$ cat src/rtl/pdm_clock_sampler.sv
// PDM microphone front end: divides clk into the PDM clock, synchronises the
// data pin and captures one bit per PDM period on the selected clock edge.
module pdm_clock_sampler #(
   parameter int DIV_WIDTH = 8
) (
   input  logic                 clk,
   input  logic                 rst_n,
   input  logic                 enable,
   input  logic [DIV_WIDTH-1:0] clk_div,
   input  logic                 sample_edge,
   input  logic                 pdm_data_in,
   output logic                 pdm_clk_out,
   output logic                 pdm_bit,
   output logic                 pdm_bit_valid,
   output logic                 running
);

   typedef enum logic {
      IDLE = 1'b0,
      RUN  = 1'b1
   } state_t;

   state_t               state;
   state_t               state_next;
   logic [DIV_WIDTH-1:0] counter;
   logic [DIV_WIDTH-1:0] half_s;
   logic [DIV_WIDTH-1:0] div_eff;
   logic                 edge_s;
   logic                 sync1;
   logic                 sync2;
   logic                 toggle;
   logic                 fall;
   logic                 capture;

   assign div_eff = (clk_div == '0) ? DIV_WIDTH'(1) : clk_div;

   // A capture happens when the clock is about to move to the level chosen by
   // edge_s, i.e. when its current level equals edge_s.
   always_comb begin
      toggle  = (state == RUN) && (counter == (half_s - DIV_WIDTH'(1)));
      fall    = toggle && pdm_clk_out;
      capture = toggle && (pdm_clk_out == edge_s);
   end

   always_ff @(posedge clk or negedge rst_n) begin
      if (!rst_n) begin
         state <= IDLE;
      end else begin
         state <= state_next;
      end
   end

   always_comb begin
      state_next = state;
      case (state)
         IDLE: if (enable) state_next = RUN;
         RUN:  if (fall && !enable) state_next = IDLE;
         default: state_next = IDLE;
      endcase
   end

   always_comb begin
      running = (state == RUN);
   end

   always_ff @(posedge clk or negedge rst_n) begin
      if (!rst_n) begin
         sync1 <= 1'b0;
         sync2 <= 1'b0;
      end else begin
         sync1 <= pdm_data_in;
         sync2 <= sync1;
      end
   end

   always_ff @(posedge clk or negedge rst_n) begin
      if (!rst_n) begin
         pdm_bit       <= 1'b0;
         pdm_bit_valid <= 1'b0;
      end else begin
         pdm_bit_valid <= capture;
         if (capture) pdm_bit <= sync2;
      end
   end

   // Divider settings are only reloaded at the falling toggle so a period in
   // flight is never truncated or stretched.
   always_ff @(posedge clk or negedge rst_n) begin
      if (!rst_n) begin
         counter     <= '0;
         pdm_clk_out <= 1'b0;
         half_s      <= DIV_WIDTH'(1);
         edge_s      <= 1'b0;
      end else if (state == IDLE) begin
         counter     <= '0;
         pdm_clk_out <= 1'b0;
         if (enable) begin
            half_s <= div_eff;
            edge_s <= sample_edge;
         end
      end else if (toggle) begin
         counter     <= '0;
         pdm_clk_out <= ~pdm_clk_out;
         if (fall) begin
            half_s <= div_eff;
            edge_s <= sample_edge;
         end
      end else begin
         counter <= counter + DIV_WIDTH'(1);
      end
   end

endmodule

$ cat config.mk
export PLATFORM = sky130hd
export DESIGN_NAME = pdm_clock_sampler
export DESIGN_NICKNAME = d
export VERILOG_FILES = /design/src/rtl/pdm_clock_sampler.sv
export SDC_FILE = /design/constraint.sdc
export NUM_CORES = 1
export LEC_CHECK = 0
export CORE_MARGIN = 2
export CORE_UTILIZATION = 45
export CTS_CLUSTER_DIAMETER = 30
export DETAILED_ROUTE_END_ITERATION = 6
export GPL_TIMING_DRIVEN = 0
export PLACE_DENSITY = 0.71
export RECOVER_POWER = 25
export SYNTH_ARGS = -nofsm -noshare
export SYNTH_HDL_FRONTEND = slang
export SYNTH_SLANG_ARGS = --single-unit
$ cat constraint.sdc
create_clock -name clk -period 2.5 [get_ports clk]
set_clock_uncertainty 0.15 [all_clocks]
set_input_delay 0.5 -clock clk [delete_from_list [all_inputs] [get_ports clk]]
set_output_delay 0.5 -clock clk [all_outputs]
set_load 0.01 [all_outputs]
==> results summary, run 1 <==
The flow ran to the end, but the final reports show violations. The final reports fail on setup timing. The routed via count divided by cell count came out at 5.30. Leaving out fill and tap cells, the most frequent cells in the layout are sky130_fd_sc_hd__dfrtp_1, sky130_fd_sc_hd__clkdlybuf4s50_1, sky130_fd_sc_hd__xor2_1, sky130_fd_sc_hd__nor2_1, sky130_fd_sc_hd__xnor2_1. The tree is rooted in a sky130_fd_sc_hd__clkbuf_4.

The total global-route track usage came out at 0.176. The first-pass iteration count of the detailed router is 4. The worst slew slack as a fraction of its limit is 0.305. The number of global-route vias before repair came out at 788. The final design instance area without fill came out at 0.00153 mm^2. The top cell type's share of synthesized area is 0.484. Leaving out fill and tap cells, the most frequent cell in the layout is sky130_fd_sc_hd__dfrtp_1. The count of nets after finishing is 143. The average instance area after synthesis is 11.7 um^2. The number of H-tree levels is 1.

The total design power came out at 1.70 mW. The number of input and output port buffers inserted came out at 16. The clock tree from TritonCTS is done. Clock tree synthesis found a total of 23 sinks. The worst-margin pin slew is 1.04 ns. The part of the Yosys area used for sequential elements is 0.507. The number of synthesized register bits came out at 23. The post-route setup TNS is -0.0740 ns. By area, the combinational part of the netlist is dominated by simple AND/OR/NAND/NOR gates.

The final number of setup-violating endpoints came out at 5. The proportion of synthesized flip-flops having asynchronous set or reset came out at 1.00. The post-placement cell count came out at 143. Counting along the longest clock path gives a buffer depth of 2. The area growth from synthesis to final layout is 34.5%. The largest driver fanout on the critical path is 5. IR analysis of the VDD net gives a maximum drop of 0.644 mV. The setup path with the least slack is of type flop to flop.

The DRC violation count after routing came out at 0. Setup repair after global routing could not meet its margin everywhere. Among all flip-flop cells after synthesis, the most frequent one is sky130_fd_sc_hd__dfrtp_1. After the first detailed-routing iteration, the DRC count stood at 11. The initial antenna violation count is 0. The total wirelength of the detailed-routed design is 2400 um. The initial utilization of the core area, before any placement, comes to 0.468.

The diode insertion count for antenna repair came out at 0. The final hold violation count came out at 0. The worst hold path belongs to the class flop to flop. The total die area is 0.00295 mm^2.

The number of buffers created by CTS came out at 3. The number of top-level pins came out at 17. The worst endpoint data arrival time came out at 2.60 ns. The width of the die came out at 54.3 um. The finished layout holds 157 standard cells, fillers aside. The number of maximum-capacitance violations came out at 0. Of the total synthesized cell area, the portion taken by XOR and XNOR cells is 0.154.

The fraction of the mapped netlist area in simple logic gates is 0.165. The mux contribution to synthesized area came out at 0.0979. For this run the aggregate overflow at the end of global routing stands at 0. The final critical-path setup slack is -0.0270 ns. The kind of start point of the critical path is a flop. The number of unique standard cell types used by synthesis is 25.

The clock-pin slew on the worst setup and hold paths is 0.13 ns. The post-synthesis adder-cell area fraction is 0.0220. The power density over cell area is 1110 mW/mm^2. By area the synthesized netlist is led by sky130_fd_sc_hd__dfrtp_1, sky130_fd_sc_hd__mux2_2, sky130_fd_sc_hd__xor2_1. The biggest area contributor in the post-synthesis netlist is sky130_fd_sc_hd__dfrtp_1. The placeable core region came out at 0.00243 mm^2.

The achievable clock frequency is 396 MHz. Of the cells placed in the final design, the portion with a size suffix greater than 1 is 0.276. The count of mapped cells out of synthesis is 97. The via count of the routed design came out at 832. The average wire per standard cell is 15.3 um. For the worst setup path, the data required time is 2.57 ns. Entering global routing, the biggest net connects 24 pins. For this design the static power due to leakage is 0.672 nW. The count of pins over their slew limit is 0. The final period utilization is 1.01. The vertical die dimension came out at 54.3 um. The global-route wire length before repair came out at 3480 um. For this run, the number of Yosys warnings is 0. The total half-perimeter wirelength after legalization and detailed placement came out at 1530 um. The floorplan has 18 rows.

The total nets after synthesis is 112. The complex-gate fraction of the synthesized area is 0.0396. The element type at the critical path end is a flop. The synthesized area is 0.00114 mm^2. The cell area after placement came out at 0.00134 mm^2.

The routability congestion estimate from global placement came out at 0.772. The pre-CTS worst setup slack is -0.181 ns. The later pin in the worst-skew pair is clocked with a latency of 0.33 ns. The number of flops mapped to enable cells by yosys is 0.

The final critical path time including I/O delays and setup is 2.53 ns. The number of nets with antenna violations after routing came out at 0.
==> worst max-delay path, stage by stage (launching register included) <==
cell	delay, ns
sky130_fd_sc_hd__dfstp_2	0.40
sky130_fd_sc_hd__buf_6	0.11
sky130_fd_sc_hd__or4_4	0.49
sky130_fd_sc_hd__nor2_4	0.15
sky130_fd_sc_hd__xnor2_2	0.10
sky130_fd_sc_hd__nor4b_4	0.28
sky130_fd_sc_hd__buf_4	0.18
sky130_fd_sc_hd__a31oi_4	0.11
sky130_fd_sc_hd__buf_12	0.16
sky130_fd_sc_hd__mux2_4	0.29
==> cell type report <==
cell class | instances | area [um^2]
clock buffer | 3 | 22.5
sequential | 23 | 578
inverter | 3 | 11.3
timing repair buffer | 26 | 269
multi-input combinational | 70 | 599
clock inverter | 1 | 7.51
fill | 195 | 902
buffer | 1 | 5.00
tap | 30 | 37.5
==> what timing repair did <==
item | 4_1_cts | 5_1_grt
hold buffers | 0 | 0
resized for setup | 5 | 9
gates cloned | 0 | 1
setup buffers | 6 | 3
pin swaps | 1 | 6
setup endpoints to repair | 11 | 20
==> stage by stage <==
step | utilization | hold WS, ns
global placement | 0.549 | 0.190
CTS | 0.593 | 0.223
global route | 0.629 | 0.227
finish | 0.629 | 0.218
floorplan | - | 0.0544
detailed placement | 0.549 | 0.189
==> logic make-up after synthesis <==
group | count (synthesis)
adders and majority gates | 2
xor gates and xnor gates | 20
DFF | 23
buffers and inverters | 4
muxes | 10
and+or+nand+nor | 33
AOI/OAI and AO/OA | 5
==> sequential cells by signal, indices dropped and copies added (netlist names) <==
signal,flops
edge_s,1
sync1,1
pdm_bit,1
counter,8
pdm_bit_valid,1
half_s,8
pdm_clk_out,1
sync2,1
running,1
==> cells in the mapped netlist, types with 2 or more instances <==
master	number
sky130_fd_sc_hd__dfrtp_1	22
sky130_fd_sc_hd__xor2_1	11
sky130_fd_sc_hd__nor2_1	10
sky130_fd_sc_hd__mux2_2	9
sky130_fd_sc_hd__xnor2_1	9
sky130_fd_sc_hd__nand3_1	7
sky130_fd_sc_hd__and3_1	3
sky130_fd_sc_hd__inv_1	3
sky130_fd_sc_hd__nor3_1	3
sky130_fd_sc_hd__a21oi_1	2
sky130_fd_sc_hd__ha_1	2
sky130_fd_sc_hd__nor3b_1	2
sky130_fd_sc_hd__nor4_1	2
==> layer usage <==
metal / track usage / part of all wire / up-vias
met2: 0.293 / 0.53 / 19
met4: 0.0750 / 0.017 / 0
met1: 0.204 / 0.41 / 415
li1: - / - / 393
met3: 0.0601 / 0.045 / 5
met5: 0 / 0 / -
==> report_power, final <==
group	switching [mW]	internal [mW]	total (mW)
clock	0.123	0.0614	0.184
combinational	0.356	0.452	0.808
sequential	0.185	0.522	0.708
total	0.665	1.04	1.70
==> worst paths after layout <==
kind | start | to | slack (ns) | cells past startpoint
min in group asynchronous | rst_n | sync1 | 0.63 | 1
worst max-delay path | half_s[0] | half_s[1] | -0.03 | 9
max in group asynchronous | rst_n | half_s[2] | 0.87 | 1
worst min-delay path | sync1 | sync2 | 0.22 | 0
worst max register to register | half_s[0] | half_s[1] | -0.03 | 9
worst min register to register | sync1 | sync2 | 0.22 | 0
No activity file was read; power rests on OpenSTA's default activity.
==> run 2, diff against run 1 <==
--- a/config.mk
+++ b/config.mk
@@ -5,13 +5,17 @@
 export SDC_FILE = /design/constraint.sdc
 export NUM_CORES = 1
 export LEC_CHECK = 0
+export CAP_MARGIN = 30
+export CELL_PAD_IN_SITES_DETAIL_PLACEMENT = 0
+export CELL_PAD_IN_SITES_GLOBAL_PLACEMENT = 2
 export CORE_MARGIN = 2
-export CORE_UTILIZATION = 45
+export CORE_UTILIZATION = 31
 export CTS_CLUSTER_DIAMETER = 30
 export DETAILED_ROUTE_END_ITERATION = 6
 export GPL_TIMING_DRIVEN = 0
-export PLACE_DENSITY = 0.71
+export PLACE_DENSITY_LB_ADDON = 0.1
 export RECOVER_POWER = 25
+export REMOVE_ABC_BUFFERS = 1
 export SYNTH_ARGS = -nofsm -noshare
 export SYNTH_HDL_FRONTEND = slang
 export SYNTH_SLANG_ARGS = --single-unit
==> results summary, run 2 (synthesized netlist as in run 1, its figures left out) <==
The flow ran to the end, and the final reports show no timing, DRC or antenna violations. The worst endpoint data arrival time is 2.47 ns. The initial antenna violation count is 0. The critical path's largest stage delay came out at 0.56 ns. After detailed routing, the number of remaining DRC violations is 0. The core region is 0.00361 mm^2. The number of global-route vias before repair came out at 817. The via count of the routed design came out at 792. The library cell used most frequently in the layout, excluding fill and tap cells, is sky130_fd_sc_hd__dfrtp_1.

The total die area came out at 0.00417 mm^2. STA classifies the critical path startpoint as a flop. The insertion delay to the later sink of the worst-skew pair came out at 0.26 ns.

Before antenna repair, the detailed router went through 2 iterations. The total global-route track usage came out at 0.118. The startpoint identified for the worst hold timing path is sync1.

The critical path goes through inv_2 -> ha_4 -> nor3b_4 -> a21oi_1 -> nor3b_2 -> nor4b_4 -> buf_4 -> a31oi_4 -> clkbuf_16 -> mux2_2. The power density over cell area came out at 1110 mW/mm^2. The area growth from synthesis to final layout came out at 37.1%. The standard-cell row count is 22.

The worst-margin pin slew came out at 0.540 ns. The final number of setup-violating endpoints came out at 0. The vertical die dimension came out at 64.6 um.

For this design, the slowest cell found on the critical path is sky130_fd_sc_hd__dfstp_2. The clock tree from TritonCTS is done. The achievable clock frequency came out at 405 MHz.

Buffers inserted during clock tree synthesis total 3. The largest driver fanout on the critical path is 4. The peak supply drop came out at 0.350 mV. The worst slew slack as a fraction of its limit is 0.639. The sum of buffers and inverters on the critical path is 3. The worst register-to-register path begins at half_s[0]. At the worst endpoint, the required time is 2.50 ns. The number of input and output port buffers inserted is 16. The most critical setup path has its startpoint at half_s[0]. In the final layout, the registers with the most flip-flops are counter (8), half_s (8). The first global-routing pass estimated 3770 um of wire. The clock-pin slew on the worst setup and hold paths is 0.08 ns. The tightest min-delay check is of the flop to flop type. The cell area after placement is 0.00137 mm^2. The clock tree buffer depth came out at 2. The diode insertion count for antenna repair is 0. The number of top-level pins came out at 17.

Setup repair after global routing could not meet its margin everywhere. Leaving out fill and tap cells, the most frequent cells in the layout are sky130_fd_sc_hd__dfrtp_1, sky130_fd_sc_hd__clkdlybuf4s50_1, sky130_fd_sc_hd__xor2_1, sky130_fd_sc_hd__nor2_1, sky130_fd_sc_hd__mux2_2. The clock drives 23 sinks. The final hold violation count was 0. The number of maximum-capacitance violations came out at 0. The floorplan step set the die width to 64.6 um. The critical path is of the flop to flop type. The initial DRC count is 15.

On the critical path the largest part of the delay comes from flip-flops. The post-placement cell count is 161. The total of fill cells in the finished design is 349. The largest net degree at the start of global routing is 15. The count of nets after finishing came out at 141. Dividing the detail-routed wire length by the instance count gives 12.9 um.

The clock root buffer is sky130_fd_sc_hd__clkbuf_8. Counting I/O delays and the setup requirement, the final critical path takes 2.47 ns. The cell leakage power came out at 0.670 nW. The number of nets with antenna violations after routing came out at 0. The total design power came out at 1.73 mW. In the final layout, the share of cells above drive strength 1 is 0.264. In this run the number of H-tree levels came out at 1. The core utilization of the finished layout came out at 0.432. The routed via count divided by cell count came out at 4.58.

The routability congestion estimate from global placement is 0.691. The final period utilization is 0.988. The final design instance area without fill is 0.00156 mm^2. Global routing finished with a remaining overflow of 0. The filler-free cell count of the finished design is 173. The count of pins over their slew limit came out at 0.

The starting density of the core came out at 0.315. The total half-perimeter wirelength after legalization and detailed placement is 1560 um. The total wirelength of the detailed-routed design came out at 2230 um. STA classifies the critical path endpoint as a flop.
## run 2: cell count changes in the layout (fill, tap and decap cells not counted), moves of 2 or more
cell / previous run / this run
sky130_fd_sc_hd__clkbuf_4: 3 / 0
sky130_fd_sc_hd__mux2_2: 7 / 9
sky130_fd_sc_hd__clkbuf_8: 0 / 3
sky130_fd_sc_hd__mux2_4: 2 / 0
## run 2: per-stage QoR
stage	TNS, ns	hold WS (ns)	worst slack [ns]
after global placement	-0.977	0.192	-0.148
after CTS	0	0.214	0.0334
final	0	0.212	0.0302
after floorplan	0	0.0544	0.0672
after detailed placement	-0.969	0.186	-0.135
after global routing	-0.414	0.227	-0.0588
## run 2: layout make-up
class | instances | area [um^2] | share of cell area
Multi-Input combinational cell | 70 | 599 | 0.384
Clock buffer | 4 | 45.0 | 0.0289
Sequential cell | 23 | 578 | 0.371
Timing Repair Buffer | 25 | 265 | 0.170
Inverter | 3 | 11.3 | 0.00722
Tap cell | 48 | 60.1 | 0.0385
## run 2: repair_timing
action,in CTS,in global routing
hold buffers,0,0
endpoints found under the setup margin,16,17
buffers inserted,4,3
gates cloned,0,1
pin swaps,2,4
gates resized for setup,1,11
## run 2: where the power goes
| group | switching, mW | leakage (nW) | internal (mW) |
|---|---|---|---|
| clock network | 0.111 | 0.0228 | 0.113 |
| registers | 0.184 | 0.279 | 0.524 |
| logic | 0.342 | 0.369 | 0.457 |
## run 2: path summary, 6_finish.rpt
check | endpoint | slack (ns) | depth (start not counted)
worst min register to register | sync2 | 0.21 | 0
worst min-delay path | sync2 | 0.21 | 0
worst max-delay path | half_s[5] | 0.03 | 10
min in group asynchronous | half_s[1] | 0.51 | 1
worst max register to register | half_s[5] | 0.03 | 10
max in group asynchronous | half_s[5] | 1.21 | 2
## run 2: per-layer routing
layer,up-vias,share of wire,global-route usage
met2,9,0.49,0.195
met3,2,0.025,0.0226
met4,0,0.0090,0.0399
li1,386,-,-
met5,-,0,0
met1,395,0.47,0.156
==> run 3, diff against run 2 <==
--- a/config.mk
+++ b/config.mk
@@ -16,6 +16,7 @@
 export PLACE_DENSITY_LB_ADDON = 0.1
 export RECOVER_POWER = 25
 export REMOVE_ABC_BUFFERS = 1
+export SLEW_MARGIN = 30
 export SYNTH_ARGS = -nofsm -noshare
 export SYNTH_HDL_FRONTEND = slang
 export SYNTH_SLANG_ARGS = --single-unit
==> results summary, run 3 (synthesized netlist as in run 1, its figures left out) <==
The run finished, with violations left. The checks that failed: setup timing. The filler-free cell count of the finished design came out at 172. Once routing completed, OpenROAD measured the worst setup slack at -0.00415 ns.

The clock-pin slew on the worst setup and hold paths is 0.08 ns. The count of nets after finishing is 140. The worst-margin pin slew came out at 1.28 ns.

Together, buffers and inverters on the worst path number 3. The number of global-route vias before repair is 835. The final hold violation count came to 0.

Among all stages on the critical path, the largest delay is contributed by sky130_fd_sc_hd__dfstp_2. The cell leakage power came out at 0.650 nW. In the final layout, the share of cells above drive strength 1 is 0.250. The placeable core region is 0.00361 mm^2. The top cell types in the final layout, fill and taps aside, are sky130_fd_sc_hd__dfrtp_1, sky130_fd_sc_hd__clkdlybuf4s50_1, sky130_fd_sc_hd__xor2_1, sky130_fd_sc_hd__xnor2_1, sky130_fd_sc_hd__nor2_1. The library cell used most frequently in the layout, excluding fill and tap cells, is sky130_fd_sc_hd__dfrtp_1.

The total half-perimeter wirelength after legalization and detailed placement came out at 1490 um. The average wire per standard cell came out at 12.5 um. The first global-routing pass estimated 3820 um of wire. The DRC violation count after routing is 0. The first-pass iteration count of the detailed router came out at 2. The number of H-tree levels is 1. The endpoint required time on the critical path is 2.49 ns. Dividing the detail-routed via count by the number of cells gives 4.55. The area growth from synthesis to layout is 34.0%. The total die area is 0.00417 mm^2. The number of maximum-capacitance violations is 0. Walking the worst path, the cells encountered are inv_2 -> ha_4 -> nor3b_2 -> xnor2_1 -> nor3b_2 -> nor4b_4 -> buf_4 -> a31oi_4 -> clkbuf_16 -> mux2_2. In the final layout, the registers with the most flip-flops are counter (8), half_s (8). Setup repair after global routing could not meet its margin everywhere. The final number of setup-violating endpoints is 3. The final period utilization came out at 1.00. The critical path start-end classification is flop to flop. The number of buffers created by CTS came out at 3. The core utilization of the finished layout came out at 0.423.

The post-placement cell count came out at 160. The diode insertion count for antenna repair came out at 0. On the critical path the largest part of the delay comes from flip-flops. After detailed routing, the total wire length is 2150 um. The largest driver fanout on the critical path came out at 4. By instance count, the cell type seen most on the critical path is sky130_fd_sc_hd__nor3b_2. The cell sitting at the root of the clock tree is a sky130_fd_sc_hd__clkbuf_8.

The critical path's largest stage delay is 0.56 ns. The worst setup path is captured at a flop. The number of input and output port buffers inserted is 16. TritonCTS built the clock tree. Power spread over the standard cell area amounts to 1100 mW/mm^2. The kind of start point of the critical path is a flop. The global route total overflow is 0. The die is 64.6 um tall. Measured along the x axis, the die boundary spans 64.6 um. The initial antenna violation count is 0. The routed layout has 782 vias. The starting density of the core is 0.315. The total of fill cells in the finished design is 346. The initial DRC count came out at 21. The number of top-level pins is 17. In this run the worst hold path is classified as flop to flop. The worst slew slack as a fraction of its limit came out at 0.149. The number of nets with antenna violations after routing is 0. The worst endpoint data arrival time is 2.50 ns. The insertion delay to the later sink of the worst-skew pair came out at 0.26 ns. The CTS sink count is 23. The initialized floorplan defines 22 standard-cell rows. The final critical path time including I/O delays and setup is 2.50 ns. The largest net degree at the start of global routing came out at 24. The total global-route track usage is 0.118. The count of pins over their slew limit came out at 0. The achievable clock frequency came out at 399 MHz.

The peak supply drop came out at 0.357 mV. The clock tree buffer depth came out at 2. The routability congestion estimate from global placement is 0.691. The number of hold buffers added after CTS was 0.
[run 3: per-layer routing]
metal,GRT usage,vias to the layer above,part of all wire
met5,0,-,0
met4,0.0479,0,0.0093
met3,0.0226,2,0.025
met2,0.199,9,0.50
met1,0.149,385,0.47
li1,-,386,-
[run 3: path summary, 6_finish.rpt]
check | slack, ns | end | from | depth (start not counted)
max | -0.004 | half_s[1] | half_s[0] | 10
min | 0.20 | sync2 | sync1 | 0
max reg2reg | -0.004 | half_s[1] | half_s[0] | 10
min reg2reg | 0.20 | sync2 | sync1 | 0
max in group asynchronous | 1.01 | half_s[2] | rst_n | 1
min in group asynchronous | 0.35 | counter[2] | rst_n | 1
[run 3: layout make-up]
class                   instances  area [um^2]  area share
clock buffers                   4         45.0      0.0296
inverters                       3         11.3     0.00739
multi-input cells              70          586       0.384
flip-flops and latches         23          578       0.379
well taps                      48         60.1      0.0394
repair buffers                 24          244       0.160
[run 3: where the power goes]
| part | switching (mW) | internal, mW |
|---|---|---|
| combinational | 0.323 | 0.426 |
| sequential | 0.179 | 0.524 |
| clock | 0.108 | 0.113 |
[run 3: timing repair]
item	4_1_cts	5_1_grt
setup endpoints to repair	17	18
cloned	0	1
buffers inserted	5	2
resized for setup	1	9
pin swaps	2	6
[run 3: stage by stage]
step	power [mW]	cell area [um^2]	setup slack (ns)	hold WS, ns	setup TNS [ns]
final	1.67	1520	-0.00415	0.203	-0.00870
after global routing	1.84	1520	-0.125	0.227	-1.12
after CTS	1.61	1450	0.0339	0.0794	0
after detailed placement	1.36	1350	-0.131	0.194	-0.979
after global placement	1.35	1350	-0.148	0.192	-0.977
after floorplan	1.19	1130	0.0672	0.0544	0
